## src/rtl/spi_pkg.sv

```systemverilog
// Shared widths, FSM encoding and mode-0 idle levels for the SPI frame master.
package spi_pkg;
  localparam int CMD_W     = 8;
  localparam int DATA_W    = 32;
  localparam int FRAME_W   = CMD_W + DATA_W;
  localparam int BIT_CNT_W = 6;

  // Mode 0: sck idles low, chip select idles deasserted (high).
  localparam logic SCK_IDLE = 1'b0;
  localparam logic NCS_IDLE = 1'b1;

  typedef enum logic [1:0] {IDLE, SETUP, SHIFT, GAP} state_e;
endpackage

```

## src/rtl/spi_sck_gen.sv

```systemverilog
// sck divider: toggles every CLK_DIV cycles while enabled, strobes mark the edge sck changes on.
// hold_i suppresses the next rising edge so the frame can end on a low phase.
module spi_sck_gen
  import spi_pkg::*;
#(
  parameter int CLK_DIV = 4
) (
  input  logic clk_i,
  input  logic rst_i,
  input  logic en_i,
  input  logic hold_i,
  output logic sck_o,
  output logic sck_rise_o,
  output logic sck_fall_o
);
  localparam int DW = (CLK_DIV > 1) ? $clog2(CLK_DIV) : 1;
  localparam logic [DW-1:0] DIV_MAX = DW'(CLK_DIV - 1);

  logic [DW-1:0] div_q;
  logic          sck_q;
  logic          phase_end;

  assign phase_end  = en_i && (div_q == DIV_MAX);
  assign sck_rise_o = phase_end && !sck_q;
  assign sck_fall_o = phase_end && sck_q;
  assign sck_o      = sck_q;

  always_ff @(posedge clk_i or posedge rst_i) begin
    if (rst_i) begin
      div_q <= '0;
      sck_q <= SCK_IDLE;
    end else if (!en_i) begin
      div_q <= '0;
      sck_q <= SCK_IDLE;
    end else begin
      div_q <= phase_end ? '0 : div_q + 1'b1;
      if (sck_fall_o)
        sck_q <= 1'b0;
      else if (sck_rise_o && !hold_i)
        sck_q <= 1'b1;
    end
  end
endmodule

```

## src/rtl/spi_frame_master.sv

```systemverilog
// Mode-0 SPI master for one 40-bit cmd+data frame per start; done pulses 81*CLK_DIV cycles after accept.
// start is ignored while busy; busy covers the frame plus CS_GAP cycles of ncs high.
module spi_frame_master
  import spi_pkg::*;
#(
  parameter int CLK_DIV = 4,
  parameter int CS_GAP  = 4
) (
  input  logic              clk,
  input  logic              rst,
  input  logic              start,
  input  logic [CMD_W-1:0]  cmd_in,
  input  logic [DATA_W-1:0] data_in,
  output logic              busy,
  output logic              done,
  output logic [CMD_W-1:0]  stat_out,
  output logic [DATA_W-1:0] data_out,
  output logic              sck,
  output logic              mosi,
  output logic              ncs,
  input  logic              miso
);
  localparam int GW = (CS_GAP > 0) ? $clog2(CS_GAP + 1) : 1;
  localparam logic [GW-1:0]        GAP_MAX  = GW'(CS_GAP - 1);
  localparam logic [BIT_CNT_W-1:0] LAST_BIT = BIT_CNT_W'(FRAME_W - 1);

  state_e               state_q;
  logic [FRAME_W-1:0]   tx_q;
  logic [FRAME_W-1:0]   rx_q;
  logic [BIT_CNT_W-1:0] bit_cnt_q;
  logic [GW-1:0]        gap_cnt_q;
  logic                 busy_q;
  logic                 done_q;
  logic                 ncs_q;
  logic [CMD_W-1:0]     stat_q;
  logic [DATA_W-1:0]    data_q;

  logic sck_en;
  logic last_bit;
  logic sck_rise;
  logic sck_fall;

  assign sck_en   = (state_q == SETUP) || (state_q == SHIFT);
  assign last_bit = (state_q == SHIFT) && (bit_cnt_q == LAST_BIT);

  spi_sck_gen #(.CLK_DIV(CLK_DIV)) u_sck_gen (
    .clk_i      (clk),
    .rst_i      (rst),
    .en_i       (sck_en),
    .hold_i     (last_bit),
    .sck_o      (sck),
    .sck_rise_o (sck_rise),
    .sck_fall_o (sck_fall)
  );

  always_ff @(posedge clk or posedge rst) begin
    if (rst) begin
      state_q   <= IDLE;
      tx_q      <= '0;
      rx_q      <= '0;
      bit_cnt_q <= '0;
      gap_cnt_q <= '0;
      busy_q    <= 1'b0;
      done_q    <= 1'b0;
      ncs_q     <= NCS_IDLE;
      stat_q    <= '0;
      data_q    <= '0;
    end else begin
      done_q <= 1'b0;
      case (state_q)
        IDLE: begin
          if (start) begin
            tx_q      <= {cmd_in, data_in};
            bit_cnt_q <= '0;
            ncs_q     <= 1'b0;
            busy_q    <= 1'b1;
            state_q   <= SETUP;
          end
        end
        SETUP: begin
          if (sck_rise)
            state_q <= SHIFT;
        end
        SHIFT: begin
          // Zeros shift in behind the frame, so mosi drops to 0 after the last bit.
          if (sck_fall) begin
            rx_q <= {rx_q[FRAME_W-2:0], miso};
            tx_q <= {tx_q[FRAME_W-2:0], 1'b0};
          end
          if (sck_rise) begin
            if (last_bit) begin
              ncs_q     <= NCS_IDLE;
              done_q    <= 1'b1;
              stat_q    <= rx_q[FRAME_W-1:DATA_W];
              data_q    <= rx_q[DATA_W-1:0];
              gap_cnt_q <= '0;
              state_q   <= GAP;
            end else begin
              bit_cnt_q <= bit_cnt_q + 1'b1;
            end
          end
        end
        GAP: begin
          if (gap_cnt_q == GAP_MAX) begin
            busy_q  <= 1'b0;
            state_q <= IDLE;
          end else begin
            gap_cnt_q <= gap_cnt_q + 1'b1;
          end
        end
        default: state_q <= IDLE;
      endcase
    end
  end

  assign busy     = busy_q;
  assign done     = done_q;
  assign ncs      = ncs_q;
  assign mosi     = tx_q[FRAME_W-1];
  assign stat_out = stat_q;
  assign data_out = data_q;
endmodule

```

## config.mk

```make
export PLATFORM = sky130hd
export DESIGN_NAME = spi_frame_master
export DESIGN_NICKNAME = d
export VERILOG_FILES = /design/src/rtl/spi_pkg.sv /design/src/rtl/spi_sck_gen.sv /design/src/rtl/spi_frame_master.sv
export SDC_FILE = /design/constraint.sdc
export NUM_CORES = 1
export LEC_CHECK = 0
export ABC_AREA = 1
export ABC_CLOCK_PERIOD_IN_PS = 4200
export BUFFER_PORTS_ARGS = -buffer_cell sky130_fd_sc_hd__buf_2
export CAP_MARGIN = 40
export CELL_PAD_IN_SITES_DETAIL_PLACEMENT = 0
export CELL_PAD_IN_SITES_GLOBAL_PLACEMENT = 1
export CORE_AREA = 2 2 122 124
export DETAILED_ROUTE_END_ITERATION = 10
export DIE_AREA = 0 0 124 126
export PLACE_DENSITY = 0.82
export SETUP_SLACK_MARGIN = 0.5
export SLEW_MARGIN = 20
export SYNTH_ARGS = -nofsm -noshare
export SYNTH_HDL_FRONTEND = slang
export SYNTH_SLANG_ARGS = --single-unit
```

## constraint.sdc

```tcl
create_clock -name clk -period 4.2 [get_ports clk]
set_input_delay 0 -clock clk [delete_from_list [all_inputs] [get_ports clk]]
set_output_delay 0 -clock clk [all_outputs]
set_load 0.01 [all_outputs]
```

==> out/qor.txt <==
Outcome -> finished, final reports clean
Met3 Wirelength -> 743 um
EDFF count, synth -> 0
Worst hold path type -> primary input to flip-flop
Initial Util -> 41.43%
Metal2 WL -> 6108 um
Startpoint types -> flip-flop
Worst-case clock buffer depth -> 2
Final std cell area, no fill -> 7575 um^2
CP Capture Point -> tx_q[0]
Reg-to-Reg Start -> state_q[0]
Reg2reg setup slack -> 1.11 ns
Antenna cells -> 0
Syn Std Cell Area -> 5931 um^2
CP max stage delay -> 0.46 ns
Layout cells sized above 1 -> 15.73%
Slew margin rel. -> 48.59%
Final setup fails -> 0
P per Cell Area -> 546.4 nW/um^2
#FFs+latches synth -> 137
Post-CTS Setup Repair Bufs -> 0
Main synth FF type -> dfrtp_1
Cell chain of the critical path -> inv_1, ha_1, buf_4, inv_2, nor3_4, nand2_1, buf_4, nand2_1, buf_4, nand3_1, nand2_1
Critical path origin -> state_q[0]
Routed WL per cell -> 12.77 um
Die width -> 124 um
Skew final -> 0.007536 ns
WS Path Type -> flip-flop to flip-flop
Final hold violation count -> 0
CP arrival -> 3.44 ns
Clk_lat worst skew -> 0.42 ns
Cell area after placement -> 6549 um^2
CTS tree -> yes
Ys async rst share -> 100.0%
FP Rows -> 44
Antenna-violating nets left -> 0
Syn avg cell area -> 8.249 um^2
Gr ovfl total -> 0
First-pass GRT wire length -> 22580 um
Clock slew at reported path FFs -> 0.05 ns
Highest Signal Layer -> met4
Max Cap Violations -> 0
Yosys top cell area share -> 57.38%
Top cells by count, synth -> 309 x nand2_1, 136 x dfrtp_1, 97 x o21ai_0, 60 x inv_1, 49 x nand3_1
Worst vdd ir -> 0.2936 mV
R2r worst-path depth -> 11
Slew @ Worst Pin -> 0.7700 ns
Hold_ws -> 0.1096 ns
DIE HEIGHT -> 126 um
Slowest stage cell, crit path -> inv_2
Buffers added on ports -> 88
Largest delay share family, worst path -> buffers and inverters
Residual DRC -> 0
Fin. max-slew vios -> 0
GR Util All Layers -> 18.20%
Worst EP required -> 4.55 ns
WL final -> 13230 um
Core ar. -> 14310 um^2
# nets final -> 891
Final non-filler cell total -> 1036
LEAKAGE -> 3.937 nW
# IOs -> 89
Total CTS buffers -> 17
Fmax -> 324.0 MHz
Syn Inst Count -> 719
Placed cells -> 962
Synth cell types -> 22
Post-cts sizing count -> 0
Worst-path fanout max -> 48
Worst Path Buf+Inv -> 5
RSZ-0062 raised after global routing -> no
Met1 WL -> 6121 um
Top post-synthesis cells by area -> dfrtp_1 57%, nand2_1 20%, o21ai_0 8.2%
Period utilisation layout -> 73.48%
Drt first pass iters -> 5
Largest net degree at the start of global routing -> 81
DP HPWL -> 8111 um
Syn-to-layout area delta -> 27.72%
Drt first-iter violations -> 338
Most frequent cell after synthesis -> nand2_1
Levels on crit path -> 11
Fin crit period -> 3.086 ns
Yosys warns -> 0
Crit path capture type -> flip-flop
Reg2reg end -> tx_q[0]
Seq/Total Area, Yosys -> 57.83%
GP Congestion -> 0.7841
Setup TNS -> 0 ns
Vias -> 4910
Die area -> 15620 um^2
Sink Count -> 137
Root Driver -> clkbuf_16
H-tree Lvls -> 4
Syn nets -> 771
Initial antenna violation count -> 0
Area leader, netlist -> dfrtp_1
Mean number of vias per cell -> 4.739
Number of global-route vias before repair -> 4948
registers in the layout, summed over array words and instances, names as in the netlist:
signal           cells
bit_cnt_q            6
busy                 1
data_out            32
done                 1
gap_cnt_q            3
ncs                  1
rx_q                40
stat_out             8
state_q              2
tx_q                40
u_sck_gen.div_q      2
u_sck_gen.sck_o      1
worst min path at each step:
stage               startpoint      endpoint  slack, ns  cells after the start
finish                   start          busy       0.11                      5
detailed placement         rst  data_out[11]       0.01                      2
floorplan                 miso       rx_q[0]       0.12                      2
CTS                        rst  data_out[12]        0.1                      3
global route               rst  data_out[18]       0.13                      3
global placement          miso       rx_q[0]       0.21                      3
stage by stage:
stage | setup slack [ns] | utilization (%) | total power, W
2_1_floorplan | 0.5338 | - | 0.002392
3_3_place_gp | 1.316 | 45.42 | 0.002569
3_5_place_dp | 1.165 | 45.75 | 0.002615
4_1_cts | 1.099 | 52.92 | 0.004183
5_1_grt | 0.7981 | 52.92 | 0.004427
6_report | 1.114 | 52.92 | 0.004139
kinds of logic (layout without fill, tap and decap cells):
kind of cell	count (synthesis)	in the layout	synth area share, %
compound gates	102	102	8.692
simple gates	372	372	25.15
buf+inv	100	233	6.646
flops	137	137	57.83
fa+ha+maj	8	8	1.688
cells in the final DEF (no fill, tap or decap):
cell,Yosys,layout
nand2_1,309,309
dfrtp_1,136,136
o21ai_0,97,97
buf_2,12,88
inv_1,60,59
nand3_1,49,49
dlygate4sd3_1,0,42
clkbuf_16,0,17
ha_1,8,8
buf_4,1,8
nor2_1,7,7
a21oi_1,3,3
bufinv_16,0,3
clkinvlp_4,0,3
clkinv_2,0,3
inv_6,0,2
nand4_1,2,2
clkbuf_1,22,2
clkbuf_8,0,2
inv_2,1,1
nor3_4,1,1
nand3_2,1,1
nor3b_1,1,1
or2_2,1,1
nand3b_1,1,1
o21bai_1,1,1
o211ai_1,1,1
clkinv_4,0,1
buf_16,0,1
buf_12,0,1
dfstp_2,1,1
metal layers:
layer | vias to the layer above | track usage (%)
met1 | 2297 | 23.99
met4 | 0 | 8.130
met3 | 22 | 5.752
li1 | 2488 | -
met5 | - | 0
met2 | 103 | 27.50
report_power, final:
group | switching (W) | internal (W)
logic | 0.000628 | 0.000333
registers | 0.000123 | 0.00154
clock network | 0.000550 | 0.000963
total | 0.00130 | 0.00284
cell type report:
type                            count  area (um^2)
Fill cell                        1317         6739
Sequential cell                   137         3430
Multi-Input combinational cell    482         2107
Timing Repair Buffer              140        968.4
Clock buffer                       21        460.4
Inverter                           61        234.0
Tap cell                          184        230.2
Clock inverter                     11        145.1
worst reg2reg max path, cell delays in order, from the launching register on:
cell     delay [ns]
dfrtp_1        0.41
inv_1          0.12
ha_1           0.18
buf_4          0.45
inv_2          0.49
nor3_4         0.32
nand2_1        0.07
buf_4          0.26
nand2_1        0.11
buf_4          0.38
nand3_1        0.13
nand2_1        0.10
timing repair:
action                                  in CTS  in global routing
endpoints found under the setup margin       0                  0
hold buffers                                42                  0
endpoints found under the hold margin      147                  0
Power figures use the tool's default switching activity.
